**config.mk**
```make
export PLATFORM = sky130hd
export DESIGN_NAME = pipeline_mem_flat
export DESIGN_NICKNAME = d
export VERILOG_FILES = /design/src/rtl/pipeline_mem_pkg.sv /design/src/rtl/pipeline_mem_if.sv /design/src/rtl/pipeline_mem_load_ext.sv /design/src/rtl/pipeline_mem.sv /design/src/flat_wrapper.sv
export SDC_FILE = /design/constraint.sdc
export NUM_CORES = 1
export LEC_CHECK = 0
export BUFFER_PORTS_ARGS = -buffer_cell sky130_fd_sc_hd__buf_4
export CORE_MARGIN = 8
export CORE_UTILIZATION = 41
export DETAILED_ROUTE_END_ITERATION = 16
export GPL_TIMING_DRIVEN = 0
export PLACE_DENSITY = 0.72
export SLEW_MARGIN = 25
export SYNTH_ARGS = -nofsm -noshare
export SYNTH_HDL_FRONTEND = slang
export SYNTH_HIERARCHICAL = 1
export SYNTH_SLANG_ARGS = --single-unit
```
**constraint.sdc**
```tcl
create_clock -name clk -period 5.3 [get_ports clk]
set_input_delay 0.53 -clock clk [delete_from_list [all_inputs] [get_ports clk]]
set_output_delay 0.53 -clock clk [all_outputs]
set_load 0.005 [all_outputs]
```
**src/rtl/pipeline_mem_pkg.sv**
```systemverilog
// pipeline_mem_pkg: shared size codes, FSM state encoding and helpers for the MEM stage.
// Latency: n/a (constants and pure functions only).
// Backpressure: n/a.
package pipeline_mem_pkg;

  // Memory access size codes shared by the load (mre) and store (mwe) fields
  localparam logic [1:0] SZ_NONE = 2'b00;
  localparam logic [1:0] SZ_BYTE = 2'b01;
  localparam logic [1:0] SZ_HALF = 2'b10;
  localparam logic [1:0] SZ_WORD = 2'b11;

  localparam logic        Enable   = 1'b1;
  localparam logic        Disable  = 1'b0;
  localparam logic [31:0] ZeroWord = 32'h0000_0000;

  typedef enum logic [1:0] {
    ST_IDLE   = 2'd0,
    ST_ACCESS = 2'd1,
    ST_DONE   = 2'd2
  } mem_state_t;

  // Index of the final byte of an access of the given size
  function automatic logic [1:0] last_byte_idx(input logic [1:0] sz);
    logic [1:0] idx;
    case (sz)
      SZ_HALF: idx = 2'd1;
      SZ_WORD: idx = 2'd3;
      default: idx = 2'd0;
    endcase
    return idx;
  endfunction

  // Natural-alignment test on the low address bits
  function automatic logic is_misaligned(input logic [1:0] sz, input logic [1:0] addr_lo);
    logic bad;
    case (sz)
      SZ_HALF: bad = addr_lo[0];
      SZ_WORD: bad = (addr_lo != 2'b00);
      default: bad = 1'b0;
    endcase
    return bad;
  endfunction

endpackage

```
**src/rtl/pipeline_mem_if.sv**
```systemverilog
// pipeline_mem_if: byte-serial request/acknowledge memory port of the MEM stage.
// Latency: ack may arrive in the same cycle as the request, or any later cycle.
// Backpressure: requester holds req/addr/wdata stable until ack.
interface pipeline_mem_if;
  logic        mem_req_o;
  logic        mem_we_o;
  logic [31:0] mem_addr_o;
  logic [7:0]  mem_wdata_o;
  logic [7:0]  mem_rdata_i;
  logic        mem_ack_i;

  modport master (
    output mem_req_o,
    output mem_we_o,
    output mem_addr_o,
    output mem_wdata_o,
    input  mem_rdata_i,
    input  mem_ack_i
  );

  modport slave (
    input  mem_req_o,
    input  mem_we_o,
    input  mem_addr_o,
    input  mem_wdata_o,
    output mem_rdata_i,
    output mem_ack_i
  );
endinterface

```
**src/rtl/pipeline_mem_load_ext.sv**
```systemverilog
// mem_load_ext: selects the loaded bytes and sign/zero extends them to 32 bits.
// Latency: combinational.
// Backpressure: none.
module mem_load_ext
  import pipeline_mem_pkg::*;
(
  input  logic [31:0] i_buf,
  input  logic [1:0]  i_size,
  input  logic        i_sign,
  output logic [31:0] o_data
);

  // Extend from bit 7 for bytes, bit 15 for halves; words pass through
  always_comb begin
    o_data = i_buf;
    case (i_size)
      SZ_BYTE: o_data = {{24{i_sign & i_buf[7]}}, i_buf[7:0]};
      SZ_HALF: o_data = {{16{i_sign & i_buf[15]}}, i_buf[15:0]};
      default: o_data = i_buf;
    endcase
  end

endmodule

```
**src/rtl/pipeline_mem.sv**
```systemverilog
// pipeline_mem: RV32I memory-access stage; byte-serial loads/stores between EX and WB.
// Latency: 1 cycle for non-memory ops; 1 + N + 1 cycles (+ack waits) for an N-byte access.
// Backpressure: stall_o high while an access is in flight; honours stall_i[3] (bubble) and stall_i[4] (hold).
// Option: define MEM_ALIGN_CHECK_EN to reject misaligned half/word accesses without a bus request.
module pipeline_mem
  import pipeline_mem_pkg::*;
(
  input  logic           clk,
  input  logic           rst,
  input  logic [4:0]     rd_i,
  input  logic           we_i,
  input  logic [31:0]    wdata_i,
  input  logic [1:0]     mre_i,
  input  logic           mrsign_i,
  input  logic [1:0]     mwe_i,
  input  logic [31:0]    mwdata_i,
  input  logic [31:0]    ma_i,
  input  logic [4:0]     stall_i,
  output logic           stall_o,
  output logic [4:0]     rd_o,
  output logic           we_o,
  output logic [31:0]    wdata_o,
  output logic           misalign_o,
  pipeline_mem_if.master bus
);

  mem_state_t  r_state;
  mem_state_t  w_state_nxt;
  logic [1:0]  r_cnt;
  logic [1:0]  w_cnt_nxt;
  logic        r_misal;
  logic        w_misal_nxt;
  logic        w_misal_pulse;
  logic [31:0] r_buf;
  logic [4:0]  r_rd;
  logic        r_we;
  logic [31:0] r_wdata;

  logic        w_is_load;
  logic        w_is_store;
  logic        w_pending;
  logic [1:0]  w_size;
  logic        w_last;
  logic        w_misalign;
  logic        w_in_access;
  logic        w_take_byte;
  logic [31:0] w_ext;
  logic [31:0] w_load_val;
  logic        w_unused;

  assign w_is_load   = (mre_i != SZ_NONE);
  assign w_is_store  = (mwe_i != SZ_NONE);
  assign w_pending   = w_is_load | w_is_store;
  assign w_size      = w_is_load ? mre_i : mwe_i;
  assign w_last      = (r_cnt == last_byte_idx(w_size));
  assign w_in_access = (r_state == ST_ACCESS);
  assign w_take_byte = w_in_access & bus.mem_ack_i;

`ifdef MEM_ALIGN_CHECK_EN
  assign w_misalign = w_pending & is_misaligned(w_size, ma_i[1:0]);
`else
  assign w_misalign = Disable;
`endif

  // Lower stall bits belong to earlier stages and are not used here
  assign w_unused = ^stall_i[2:0];

  // Stall is combinational so the request is seen in the first cycle of the access
  assign stall_o    = w_pending & (r_state != ST_DONE);
  assign misalign_o = w_misal_pulse;

  // Bus drive: address and data follow the byte counter and stay put until ack
  assign bus.mem_req_o   = w_in_access;
  assign bus.mem_we_o    = w_in_access & w_is_store;
  assign bus.mem_addr_o  = ma_i + {30'd0, r_cnt};
  assign bus.mem_wdata_o = w_in_access ? mwdata_i[{r_cnt, 3'b000} +: 8] : 8'h00;

  mem_load_ext u_load_ext (
    .i_buf  (r_buf),
    .i_size (mre_i),
    .i_sign (mrsign_i),
    .o_data (w_ext)
  );

  // A rejected misaligned load writes back zero
  assign w_load_val = r_misal ? ZeroWord : w_ext;

  // Next-state logic: IDLE -> ACCESS (byte loop) -> DONE, or IDLE -> DONE on misalignment
  always_comb begin
    w_state_nxt   = r_state;
    w_cnt_nxt     = r_cnt;
    w_misal_nxt   = r_misal;
    w_misal_pulse = 1'b0;
    case (r_state)
      ST_IDLE: begin
        w_misal_nxt = 1'b0;
        if (w_pending) begin
          if (w_misalign) begin
            w_state_nxt   = ST_DONE;
            w_misal_nxt   = 1'b1;
            w_misal_pulse = 1'b1;
          end else begin
            w_state_nxt = ST_ACCESS;
            w_cnt_nxt   = 2'd0;
          end
        end
      end
      ST_ACCESS: begin
        if (bus.mem_ack_i) begin
          w_cnt_nxt = r_cnt + 2'd1;
          if (w_last) begin
            w_state_nxt = ST_DONE;
          end
        end
      end
      ST_DONE: begin
        if (!stall_i[3]) begin
          w_state_nxt = ST_IDLE;
        end
      end
      default: begin
        w_state_nxt = ST_IDLE;
      end
    endcase
  end

  // FSM state, byte counter and misalignment flag
  always_ff @(posedge clk) begin
    if (rst) begin
      r_state <= ST_IDLE;
      r_cnt   <= 2'd0;
      r_misal <= 1'b0;
    end else begin
      r_state <= w_state_nxt;
      r_cnt   <= w_cnt_nxt;
      r_misal <= w_misal_nxt;
    end
  end

  // Little-endian load assembly: each acked byte lands at its counter position
  always_ff @(posedge clk) begin
    if (rst) begin
      r_buf <= ZeroWord;
    end else if (w_take_byte && w_is_load) begin
      r_buf[{r_cnt, 3'b000} +: 8] <= bus.mem_rdata_i;
    end
  end

  // Results to WB / EX forwarding: bubble, hold, load, store, or pass-through
  always_ff @(posedge clk) begin
    if (rst) begin
      r_rd    <= 5'd0;
      r_we    <= Disable;
      r_wdata <= ZeroWord;
    end else if (stall_i[3] && !stall_i[4]) begin
      r_rd    <= 5'd0;
      r_we    <= Disable;
      r_wdata <= ZeroWord;
    end else if (stall_i[4]) begin
      r_rd    <= r_rd;
      r_we    <= r_we;
      r_wdata <= r_wdata;
    end else if (w_is_load) begin
      r_rd    <= rd_i;
      r_we    <= we_i;
      r_wdata <= w_load_val;
    end else if (w_is_store) begin
      r_rd    <= 5'd0;
      r_we    <= Disable;
      r_wdata <= ZeroWord;
    end else begin
      r_rd    <= rd_i;
      r_we    <= we_i;
      r_wdata <= wdata_i;
    end
  end

  assign rd_o    = r_rd;
  assign we_o    = r_we;
  assign wdata_o = r_wdata;

endmodule
```
**src/flat_wrapper.sv**
```systemverilog
// flat-port wrapper written by rule: the top's interface ports become plain ports
module pipeline_mem_flat import pipeline_mem_pkg::*;
  (clk, rst, rd_i, we_i, wdata_i, mre_i, mrsign_i, mwe_i, mwdata_i, ma_i, stall_i, stall_o, rd_o, we_o, wdata_o, misalign_o, bus_mem_req_o, bus_mem_we_o, bus_mem_addr_o, bus_mem_wdata_o, bus_mem_rdata_i, bus_mem_ack_i);
  pipeline_mem_if bus_i ();
  input  logic clk;
  input  logic rst;
  input  logic [4:0] rd_i;
  input  logic we_i;
  input  logic [31:0] wdata_i;
  input  logic [1:0] mre_i;
  input  logic mrsign_i;
  input  logic [1:0] mwe_i;
  input  logic [31:0] mwdata_i;
  input  logic [31:0] ma_i;
  input  logic [4:0] stall_i;
  output logic stall_o;
  output logic [4:0] rd_o;
  output logic we_o;
  output logic [31:0] wdata_o;
  output logic misalign_o;
  output wire logic [$bits(bus_i.mem_req_o)-1:0] bus_mem_req_o;
  output wire logic [$bits(bus_i.mem_we_o)-1:0] bus_mem_we_o;
  output wire logic [$bits(bus_i.mem_addr_o)-1:0] bus_mem_addr_o;
  output wire logic [$bits(bus_i.mem_wdata_o)-1:0] bus_mem_wdata_o;
  input wire logic [$bits(bus_i.mem_rdata_i)-1:0] bus_mem_rdata_i;
  input wire logic [$bits(bus_i.mem_ack_i)-1:0] bus_mem_ack_i;
  assign bus_mem_req_o = bus_i.mem_req_o;
  assign bus_mem_we_o = bus_i.mem_we_o;
  assign bus_mem_addr_o = bus_i.mem_addr_o;
  assign bus_mem_wdata_o = bus_i.mem_wdata_o;
  assign bus_i.mem_rdata_i = bus_mem_rdata_i;
  assign bus_i.mem_ack_i = bus_mem_ack_i;
  pipeline_mem u_core (.clk(clk), .rst(rst), .rd_i(rd_i), .we_i(we_i), .wdata_i(wdata_i), .mre_i(mre_i), .mrsign_i(mrsign_i), .mwe_i(mwe_i), .mwdata_i(mwdata_i), .ma_i(ma_i), .stall_i(stall_i), .stall_o(stall_o), .rd_o(rd_o), .we_o(we_o), .wdata_o(wdata_o), .misalign_o(misalign_o), .bus(bus_i));
endmodule
```
Word-level counts from Yosys, hierarchy flattened

Cells that the tools add are included.

Mux-type cells: 19
Equal/unequal tests: 12
Reduce and logical (&&, ||, !) cells: 10
Bitwise gates (word level): 6
Shift-type cells: 3
$add $sub $neg: 3

Operator list:

| operator               | count |
|---|---|
| $mux 32                | 2 |
| $pmux 32 s2            | 1 |
| $add 32x2->32          | 1 |
| $bwmux 32              | 1 |
| $shift 8x7->32 const A | 1 |
| $shiftx 32x6->8        | 1 |
| $shiftx 8x7->32        | 1 |
| $mux 2                 | 7 |
| $mux 5                 | 2 |
| $eq 2x2->1 const B     | 4 |
| $mux 8                 | 1 |
| $pmux 2 s2             | 2 |
| $neg 5->7              | 1 |
| $ne 2x2->1 const B     | 3 |
| $pmux 2 s3             | 1 |
| $reduce_bool 2->1      | 3 |
| $and 1x1->1            | 5 |
| $eq 2x1->1 const B     | 2 |
| $ne 2x1->1 const B     | 2 |
| $reduce_and 4->1       | 1 |
| $reduce_and 3->1       | 1 |
| $add 2x1->2 const B    | 1 |
| $eq 2x2->1             | 1 |
| $logic_and 1x1->1      | 2 |
| 5 further kinds        | 6 |

Register bits after elaboration: 74
Input port bits: 123

Longest topological paths before layout

Gate-level depths: netlist of the first run.

Depth in word-level cells: 8
Depth in mapped cells: 8
Mapped depth without buffers: 7

Hierarchy

The synthesis of the first run kept the hierarchy.

Modules (own cells, without submodules):

| module       | cells each | seq. area each (sq um) | times used | area each (sq um) |
|---|---|---|---|---|
| pipeline_mem | 470        | 1481.4                 | 1          | 3958.8 |
| mem_load_ext | 62         | 0.0                    | 1          | 380.4 |

Least setup slack after synthesis of the first run

Ideal clock, no wire load.

Path type: in2out
Start point: input port ma_i[0]
End point: output port bus_mem_addr_o[26]
Data arrival time: 2087 ps
Slack: 2683 ps
Cell stages on the path: 7
Path through: ha_1 inv_1 fa_1 and3b_1 nor4b_1 nand3_1 xnor2_1

Word-level cells in the longest chain between the ends: 1

RTL lines:

| what            | RTL line           | source |
|---|---|---|
| start, declared | flat_wrapper.sv:14 | `input logic [31:0] ma_i;` |
| $add 32x2->32   | pipeline_mem.sv:75 | `assign bus.mem_addr_o = ma_i + {30'd0, r_cnt};` |
| end, declared   | flat_wrapper.sv:23 | `output wire logic [$bits(bus_i.mem_addr_o)-1:0] bus_mem_addr_o;` |

No other way between the ends.

Final worst setup path of the first run

Start point: register u_core.r_cnt[0]
End point: output port bus_mem_addr_o[30]

Word-level cells in the longest chain between the ends: 1

RTL lines:

| what                   | RTL line            | source |
|---|---|---|
| start, declared        | pipeline_mem.sv:29  | `logic [1:0] r_cnt;` |
| start signal, assigned | pipeline_mem.sv:135 | `r_cnt <= w_cnt_nxt;` |
| $add 32x2->32          | pipeline_mem.sv:75  |  |

No other way between the ends.

==> run_results.csv, run 1 <==
group,metric,value,unit
outcome,outcome,"finished clean",
drt,drcViolationCount,0,
clock_tree,ctsResizeCount,0,
floorplanning,die_height,118.9,µm
global_routing,grt_max_degree,14,
place,portBuffers,199,
global_routing,antenna_found_initial,1,
critical_path,cp_slowest_cell,"nor4b_1",
drt,wirelength,15.65,mm
global_routing,grt_pass1_vias,5020,
critical_path,worstPathCellList,"ha_1, inv_1, fa_1, and3b_1, nor4b_1, nand3_1, xnor2_1, buf_4",
yosys,ys_seq_area_share,34.14,%
critical_path,crit_start,"u_core/r_cnt[0]",
place,gp_congestion,0.9295,
drt,dr_wl_met2,7.793,mm
sta,setup_tns,0,ns
sta,maxSlewViolCount,0,
cells_and_area,most-common-layout-cells,"buf_4, dfxtp_1, nand2_1, nand3_1, nor2_1",
sta,tightestPinTransition,0.8292,ns
global_routing,grt.total_usage,21.86,%
clock_tree,ctsHoldBuffers,0,
cells_and_area,final_cells,884,
critical_path,crit_type,"reg2out",
critical_path,cp-end-kind,"output pin",
yosys,yosysTopAreaCell,"dfxtp_1",
sta,final-hold-violation-count,0,
yosys,synth_edf_count,0,
critical_path,path_depth,8,
sta,skew,0.01557,ns
drt,met3_length,1.590,mm
global_routing,grt_pass1_wl,25.19,mm
floorplanning,coreArea,10320,µm²
critical_path,crit_family,"simple AND/OR/NAND/NOR gates",
drt,ant_nets,0,
place,dpl.hpwl,12.86,mm
critical_path,r2r_setup_slack,3.02,ns
drt,wl_met1,5.945,mm
cells_and_area,layout.cells.most_common,"buf_4",
sta,setup-violations-final,0,
floorplanning,die_w,118.9,µm
drt,drtPass1Iterations,5,
sta,rsz0062_at_grt,"no",
cells_and_area,design_area,6247,µm²
floorplanning,row_count,37,
clock_tree,clock-sinks,74,
power,ir_drop,0.0001619,V
power,power_density,225.7,nW/µm²
critical_path,timing.reg2reg.worst_path_depth,5,
critical_path,crit_end,"bus_mem_addr_o[30]",
cells_and_area,syn_to_final_growth,43.97,%
yosys,synth_nets,665,
critical_path,worstPathRequired,4.77,ns
floorplanning,start_util,42.03,%
yosys,yosys_warnings,6,
clock_tree,path_clk_slew,0.08,ns
sta,finalCritPeriodShare,70.55,%
cells_and_area,finalNetCount,875,
sta,max_slew_margin,43.94,%
yosys,dominantRegCellSynth,"dfxtp_1",
yosys,netlist_area,4339,µm²
critical_path,slowest_delay,0.70,ns
power,power_leakage,0.002704,µW
critical_path,cp-start-kind,"register",
critical_path,worstPathArrival,3.21,ns
yosys,synth_cell_types,50,
clock_tree,htreeDepth,3,
clock_tree,cts_root_buf,"clkbuf_8",
sta,fmax,267.4,MHz
hold_path,worstHoldPathType,"in2reg",
yosys,ys_seq_elements,74,
yosys,avgSynthCellArea,8.156,µm²
clock_tree,cts_max_path_buffers,2,
floorplanning,io_pins,205,
critical_path,r2r_start,"u_core/r_cnt[0]",
place,postPlaceCellArea,6003,µm²
cells_and_area,drive_gt1_share,35.21,%
drt,drtIter0Drc,265,
yosys,synth_top_area_share,34.14,%
critical_path,r2r_end,"u_core/r_buf[25]",
sta,min_period,3.739,ns
yosys,synth_top_cells_by_area,"dfxtp_1, a221oi_1, nand3_1",
drt,dr.max_layer_used,"met4",
clock_tree,clk_latency,0.36,ns
clock_tree,cts_buffers,9,
drt,avgViaCountPerCell,5.389,
yosys,synthArstFlopShare,0,%
flow_run,maxCapViolations,0,
global_routing,overflow,0,
critical_path,critPathBufInv,2,
critical_path,path_max_fanout,9,
drt,avgRoutedWirePerCell,17.70,µm
drt,num_vias,4764,
cells_and_area,fin_util,60.51,%
power,power,1410,µW
clock_tree,cts_tree,"done",
clock_tree,post_cts_buffers,0,
cells_and_area,n_fill_cell,929,
floorplanning,dieArea,14130,µm²
yosys,synthesis.instances,532,
place,placed_cells,867,
[cell usage after synthesis, drive strengths merged, types with 2 or more instances]
cell,n
dfxtp,74
nor3b,2
nand4,10
buf,31
ha,9
nor4,2
nand2b,2
and3,17
inv,11
a22oi,7
nor3,35
o21ai,16
and2,5
and4,4
nand3,50
nor2,41
nand2,61
xor2,2
a21oi,37
and3b,2
or2,2
clkbuf,17
mux4,8
a21o,9
a221oi,32
nor2b,3
xnor2,28
a2111oi,2
[worst reg2reg max path: stages (launching register included)]
cell and delay (ns):
dfxtp_1 0.56, inv_1 0.21, ha_1 0.44, nor3_1 0.62, nand3_1 0.19, a21oi_1 0.18
[per-stage QoR]
step                      hold slack (ns)  worst slack [ns]
after floorplan                    0.4319             2.683
after global placement             0.4408             2.067
after detailed placement           0.4453             1.962
after CTS                          0.3811             1.552
after global routing               0.4043             1.413
final                              0.4018             1.561
[worst min path at each step]
stage,startpoint,end,slack (ns),depth (start not counted)
3_3_place_gp,u_core/r_buf[18],u_core/r_buf[18],0.44,2
5_1_grt,we_i,u_core/we_o,0.40,3
3_5_place_dp,u_core/r_buf[17],u_core/r_buf[17],0.45,2
2_1_floorplan,u_core/r_buf[16],u_core/r_buf[16],0.43,2
6_report,we_i,u_core/we_o,0.40,3
4_1_cts,we_i,u_core/we_o,0.38,3
[where the power goes]
part / internal, µW / switching [µW]
sequential: 573 / 11.5
clock: 314 / 216
combinational: 159 / 136
[per-layer routing]
layer  up-vias  GRT usage (%)
li1       2340              -
met3        20          8.880
met1      2201          22.73
met5         -              0
met2       203          38.50
met4         0          8.854
[kinds of logic after synthesis]
logic type | synth area share (%)
simple gates | 28.23
compound gates | 17.21
flops | 34.14
buf+inv | 7.064
xor+xnor | 6.056
fa+ha+maj | 3.057
mux | 4.152
other cells | 0.08642
[cell type report]
class,instances,area (µm²),area share [%]
diodes,1,2.502,0.04006
repair buffers,199,1494,23.91
multi-input cells,398,2551,40.84
clock inverters,6,113.9,1.823
flip-flops and latches,74,1481,23.71
plain buffers,48,261.5,4.186
well taps,136,170.2,2.724
clock buffers,10,127.6,2.043
inverters,12,45.04,0.7210
[flip-flops by register name, summed over array words and instances, names as in the netlist]
name / count
u_core/r_state: 2
u_core/r_buf: 32
u_core/we_o: 1
u_core/wdata_o: 32
u_core/rd_o: 5
u_core/r_cnt: 2
Note: power is estimated with default switching activity, not from simulation.
==> run 2: changes to the inputs <==
ABC_AREA = 1   (was default)
PLACE_DENSITY = 0.73   (was 0.72)
clock period = 3.1 ns   (was 5.3 ns; I/O delays follow)
==> run 2 against run 1 <==
Net effect:
- routed wire length is 7.5% higher
- sequential power is 74% higher
- register-to-register slack worse by 2.3 ns
- highest routed layer unchanged
==> run_results.csv, run 2 <==
group,metric,value,unit
floorplanning,die_w,124.8,µm
place,portBuffers,199,
floorplanning,start_util,42.32,%
cells_and_area,n_fill_cell,1101,
drt,ant_nets,0,
floorplanning,io_pins,205,
outcome,outcome,"finished clean",
cells_and_area,syn_to_final_growth,40.55,%
global_routing,grt_pass1_wl,27.26,mm
clock_tree,post_cts_buffers,0,
clock_tree,cts_root_buf,"clkbuf_16",
yosys,yosysTopAreaCell,"dfxtp_1",
clock_tree,clock-sinks,74,
yosys,ys_seq_elements,74,
yosys,synth_top_cells_by_area,"dfxtp_1, nand2_1, a21oi_1",
drt,wl_met1,6.987,mm
drt,avgRoutedWirePerCell,15.34,µm
yosys,yosys_warnings,6,
cells_and_area,diodes,0,
sta,final-hold-violation-count,0,
clock_tree,ctsHoldBuffers,0,
cells_and_area,most-common-layout-cells,"buf_4, nand2_1, a21oi_1, o21ai_0, nor2_1",
clock_tree,ctsResizeCount,0,
global_routing,antenna_found_initial,0,
sta,fmax,348.6,MHz
flow_run,maxCapViolations,0,
sta,finalCritPeriodShare,92.54,%
drt,avgViaCountPerCell,5.064,
global_routing,overflow,0,
power,ir_drop,0.0003845,V
yosys,synth_cell_types,36,
sta,tightestPinTransition,0.6557,ns
critical_path,timing.reg2reg.worst_path_depth,7,
yosys,synth_top_area_share,30.52,%
sta,skew,0.007434,ns
critical_path,worstPathRequired,2.79,ns
critical_path,crit_type,"reg2out",
global_routing,grt.total_usage,20.96,%
sta,min_period,2.869,ns
sta,max_slew_margin,55.99,%
yosys,ys_seq_area_share,30.52,%
clock_tree,cts_max_path_buffers,2,
hold_path,worstHoldPathType,"in2reg",
sta,setup-violations-final,0,
power,power_density,403.8,nW/µm²
drt,drtPass1Iterations,5,
clock_tree,cts_buffers,9,
sta,maxSlewViolCount,0,
yosys,synth_edf_count,0,
power,power,2754,µW
clock_tree,cts_tree,"done",
clock_tree,path_clk_slew,0.06,ns
yosys,synth_most_common_cell,"nand2_1",
yosys,yosys-top-cells-count,"nand2_1, a21oi_1, o21ai_0",
cells_and_area,design_area,6822,µm²
power,power_leakage,0.003255,µW
drt,met3_length,1.080,mm
floorplanning,dieArea,15580,µm²
floorplanning,row_count,39,
yosys,avgSynthCellArea,6.576,µm²
drt,dr.max_layer_used,"met4",
place,postPlaceCellArea,6526,µm²
cells_and_area,layout.cells.most_common,"buf_4",
global_routing,grt_pass1_vias,5488,
yosys,netlist_area,4853,µm²
global_routing,grt_max_degree,14,
drt,num_vias,5550,
drt,drcViolationCount,0,
cells_and_area,regArea,1481,µm²
critical_path,path_max_fanout,6,
place,dpl.hpwl,13.73,mm
floorplanning,die_height,124.8,µm
yosys,synthArstFlopShare,0,%
drt,drtIter0Drc,381,
place,gp_congestion,0.9284,
cells_and_area,final_cells,1096,
sta,rsz0062_at_grt,"no",
critical_path,cp-end-kind,"output pin",
yosys,synth_nets,871,
clock_tree,clk_latency,0.33,ns
place,placed_cells,1080,
yosys,synthesis.instances,738,
drt,dr_wl_met2,8.367,mm
cells_and_area,finalNetCount,1081,
clock_tree,htreeDepth,3,
hold_path,hold_path_depth,2,
drt,wirelength,16.82,mm
cells_and_area,drive_gt1_share,29.59,%
critical_path,worstPathArrival,2.56,ns
critical_path,cp-start-kind,"register",
sta,setup_tns,0,ns
floorplanning,coreArea,11470,µm²
cells_and_area,multi_input_area,2902,µm²
yosys,dominantRegCellSynth,"dfxtp_1",
[run 2: area by class of cell]
| class | count | share of cell area [%] |
|---|---|---|
| buffer | 48 | 4.420 |
| sequential | 74 | 21.72 |
| inverter | 45 | 2.476 |
| clock inverter | 7 | 1.027 |
| timing repair buffer | 199 | 21.90 |
| multi-input combinational | 571 | 42.53 |
| clock buffer | 9 | 3.302 |
| tap | 143 | 2.623 |
[run 2: worst max-delay path, cell delays in order (launching register included)]
cell,delay (ns)
dfxtp_1,0.47
ha_1,0.22
inv_1,0.05
fa_1,0.41
nor2_2,0.26
nand2_2,0.14
nor2_2,0.19
nand3_2,0.12
nor2_1,0.13
nand2_1,0.06
nand2_1,0.06
buf_4,0.10
[run 2: worst paths after layout]
path                         to        startpoint  slack, ns
max          bus_mem_addr_o[26]   u_core/r_cnt[0]       0.23
min           u_core/r_state[1]               rst       0.20
max reg2reg     u_core/r_buf[6]   u_core/r_cnt[0]       0.70
min reg2reg    u_core/r_buf[26]  u_core/r_buf[26]       0.47
[run 2: report_power, final]
group	total, µW	leakage, µW	switching [µW]	internal [µW]
Clock	1020	0.000145	404	621
Combinational	708	0.00251	385	323
Sequential	1020	0.000603	27.8	994
Total	2750	0.00325	817	1940
[run 2: cells by family (layout without fill, tap and decap cells)]
kind of cell	after synthesis	after routing	share of synthesized area (%)
adder cells (fa/ha/maj)	10	10	2.733
flip-flops	74	74	30.52
XOR/XNOR	20	20	3.609
other	1	1	0.07727
buffers and inverters	93	308	9.693
AND/OR/NAND/NOR	331	331	31.61
AO/OA/AOI/OAI	209	209	21.76
[run 2: per-stage QoR]
step,setup slack (ns),util [%],hold WS [ns]
finish,0.2313,59.49,0.2023
global route,0.02664,59.49,0.2029
CTS,0.1804,59.49,0.1931
detailed placement,0.5522,56.91,0.4627
global placement,0.5734,56.91,0.4572
floorplan,1.012,-,0.3791
[run 2: per-layer routing]
metal	vias to the layer above	global-route usage [%]
met5	-	0
met1	2496	24.81
li1	2861	-
met3	25	5.106
met2	168	36.15
met4	0	6.875
==> run 3: changes to the inputs <==
PLACE_DENSITY = 0.75   (was 0.73)
REMOVE_ABC_BUFFERS = 1   (was default)
==> run 3 against run 2 <==
Net effect:
- fmax is 0.60% lower
- sequential share of layout area is 0.88 points higher
- largest power group unchanged
- critical path type unchanged
- global-route usage is 1.4 points lower
==> run_results.csv, run 3 (same netlist as run 2, synthesis figures left out) <==
group,metric,value,unit
global_routing,grtUsageMet3,4.681,%
power,p_int,1900,µW
global_routing,antenna_found_initial,0,
floorplanning,die_height,124.8,µm
sta,min_period,2.886,ns
sta,maxSlewViolCount,0,
power,ir_drop,0.0002841,V
global_routing,use_met2,34.41,%
hold_path,hold-path-endpoint,"u_core/wdata_o[20]",
floorplanning,start_util,42.32,%
flow_run,maxCapViolations,0,
clock_tree,cts_root_buf,"clkbuf_16",
critical_path,worstPathArrival,2.58,ns
sta,max_slew_margin,38.97,%
power,pwr-share-clk,37.2,%
cells_and_area,diodes,0,
cells_and_area,layout.cells.most_common,"buf_4",
floorplanning,row_count,39,
critical_path,path_max_fanout,14,
cells_and_area,final_cells,1051,
global_routing,grt.total_usage,19.59,%
cells_and_area,regArea,1486,µm²
critical_path,crit_type,"reg2out",
place,portBuffers,200,
sta,tightestPinTransition,0.9058,ns
critical_path,worstPathRequired,2.79,ns
drt,avgRoutedWirePerCell,15.33,µm
clock_tree,cts_tree,"done",
drt,avgViaCountPerCell,5.173,
place,pre_cts_ws,0.2693,ns
global_routing,grt_pass1_wl,25.72,mm
hold_path,min_from,"wdata_i[20]",
cells_and_area,drive_gt1_share,28.30,%
drt,drtPass1Iterations,5,
global_routing,grt_max_degree,46,
hold_path,worstHoldPathType,"in2reg",
cells_and_area,multi_input_area,2913,µm²
critical_path,slowest_delay,0.52,ns
place,dpl.hpwl,12.22,mm
power,netSwitchingPower,803.9,µW
cells_and_area,n_fill_cell,1141,
place,gp_congestion,0.9332,
clock_tree,path_clk_slew,0.06,ns
global_routing,busiest_layer,"met2",
sta,skew,0.005967,ns
place,postPlaceCellArea,6272,µm²
critical_path,path_common_cell,"nand2_1",
floorplanning,dieArea,15580,µm²
sta,fmax,346.5,MHz
power,power_density,411.0,nW/µm²
critical_path,cp_slowest_cell,"dfxtp_2",
drt,drcViolationCount,0,
drt,drtIter0Drc,409,
drt,num_vias,5437,
drt,ant_nets,0,
floorplanning,io_pins,205,
clock_tree,ctsHoldBuffers,0,
critical_path,r2r_end,"u_core/r_buf[6]",
clock_tree,clk_latency,0.33,ns
power,power_leakage,0.003089,µW
outcome,outcome,"finished clean",
drt,wirelength,16.12,mm
sta,setup-violations-final,0,
power,p_comb_share,24.6,%
floorplanning,die_w,124.8,µm
critical_path,r2r_setup_slack,0.75,ns
critical_path,r2r_start,"u_core/r_cnt[0]",
critical_path,critPathBufInv,2,
clock_tree,cts_buffers,9,
cells_and_area,syn_to_final_growth,35.55,%
sta,setup_ws,0.2140,ns
critical_path,cp-end-kind,"output pin",
critical_path,cp-start-kind,"register",
global_routing,overflow,0,
sta,final-hold-violation-count,0,
power,swShare,29.73,%
power,power_frac_seq,38.2,%
cells_and_area,design_area,6579,µm²
sta,finalCritPeriodShare,93.10,%
global_routing,grt_pass1_vias,5122,
cells_and_area,finalNetCount,1036,
floorplanning,coreArea,11470,µm²
critical_path,timing.reg2reg.worst_path_depth,5,
place,placed_cells,1034,
clock_tree,cts_max_path_buffers,2,
sta,rsz0062_at_grt,"no",
hold_path,hold_path_depth,3,
global_routing,use_met1,23.35,%
critical_path,path_depth,9,
critical_path,crit_family,"simple AND/OR/NAND/NOR gates",
cells_and_area,most-common-layout-cells,"buf_4, nand2_1, a21oi_1, o21ai_0, nor2_1",
clock_tree,htreeDepth,3,
critical_path,worstPathCellList,"inv_2, fa_1, nor2_2, nand2_1, nor2_1, nand2_1, nand2_1, nand2_1, buf_4",
clock_tree,clock-sinks,74,
[run 3: cell types whose count changed in the layout (fill, tap and decap cells not counted), sizes merged]
cell and change:
clkinvlp +1, bufinv -1, clkinv -3, buf -27
clkbuf -14, dlygate4sd1 -1
[run 3: worst max path at each step]
| stage | start | to |
|---|---|---|
| global placement | stall_i[4] | u_core/rd_o[0] |
| finish | u_core/r_cnt[1] | bus_mem_addr_o[30] |
| detailed placement | u_core/r_cnt[0] | bus_mem_addr_o[30] |
| CTS | u_core/r_cnt[0] | bus_mem_addr_o[30] |
| global route | u_core/r_cnt[1] | bus_mem_addr_o[26] |
| floorplan | u_core/r_cnt[0] | bus_mem_addr_o[26] |
[run 3: what timing repair did]
item | 4_1_cts | 5_1_grt
endpoints found under the hold margin | 0 | 0
setup endpoints to repair | 4 | 2
setup buffers | 0 | 1
pin swaps | 0 | 0
resized for setup | 2 | 0
[run 3: layout make-up]
type	count	share of cell area, %
clock inverter	4	0.3804
multi-input combinational	571	44.28
inverter	45	2.568
sequential	74	22.59
timing repair buffer	202	23.41
tap	143	2.720
clock buffer	12	4.051
[run 3: layer usage]
layer	share of wire, %	wire length [µm]	up-vias
li1	-	-	2771
met1	43	6966	2513
met2	50	8080	138
met3	5.5	883	15
met4	1.2	187	0
met5	0	0	-
[run 3: tightest hold or removal path, cell delays in order]
cell	delay (ns)
buf_4	0.11
nand2_1	0.05
a21oi_1	0.05
[run 3: through the flow]
step                      setup TNS [ns]  utilization (%)  hold WS (ns)  power (µW)
final                                  0            57.37        0.2276        2704
after global routing                   0            57.37        0.2305        2844
after CTS                              0            57.27        0.2179        2723
after detailed placement               0            54.70        0.4535        1713
after global placement            -21.55            54.35        0.4536        1699
after floorplan                        0                -        0.3791        1353
[run 3: power groups by stage]
stage	combinational [µW]	clock, µW	sequential [µW]
after detailed placement	652	0	1060
final	665	1010	1030
after global routing	738	1070	1040
after global placement	639	0	1060
after floorplan	303	0	1050
after CTS	654	1030	1040
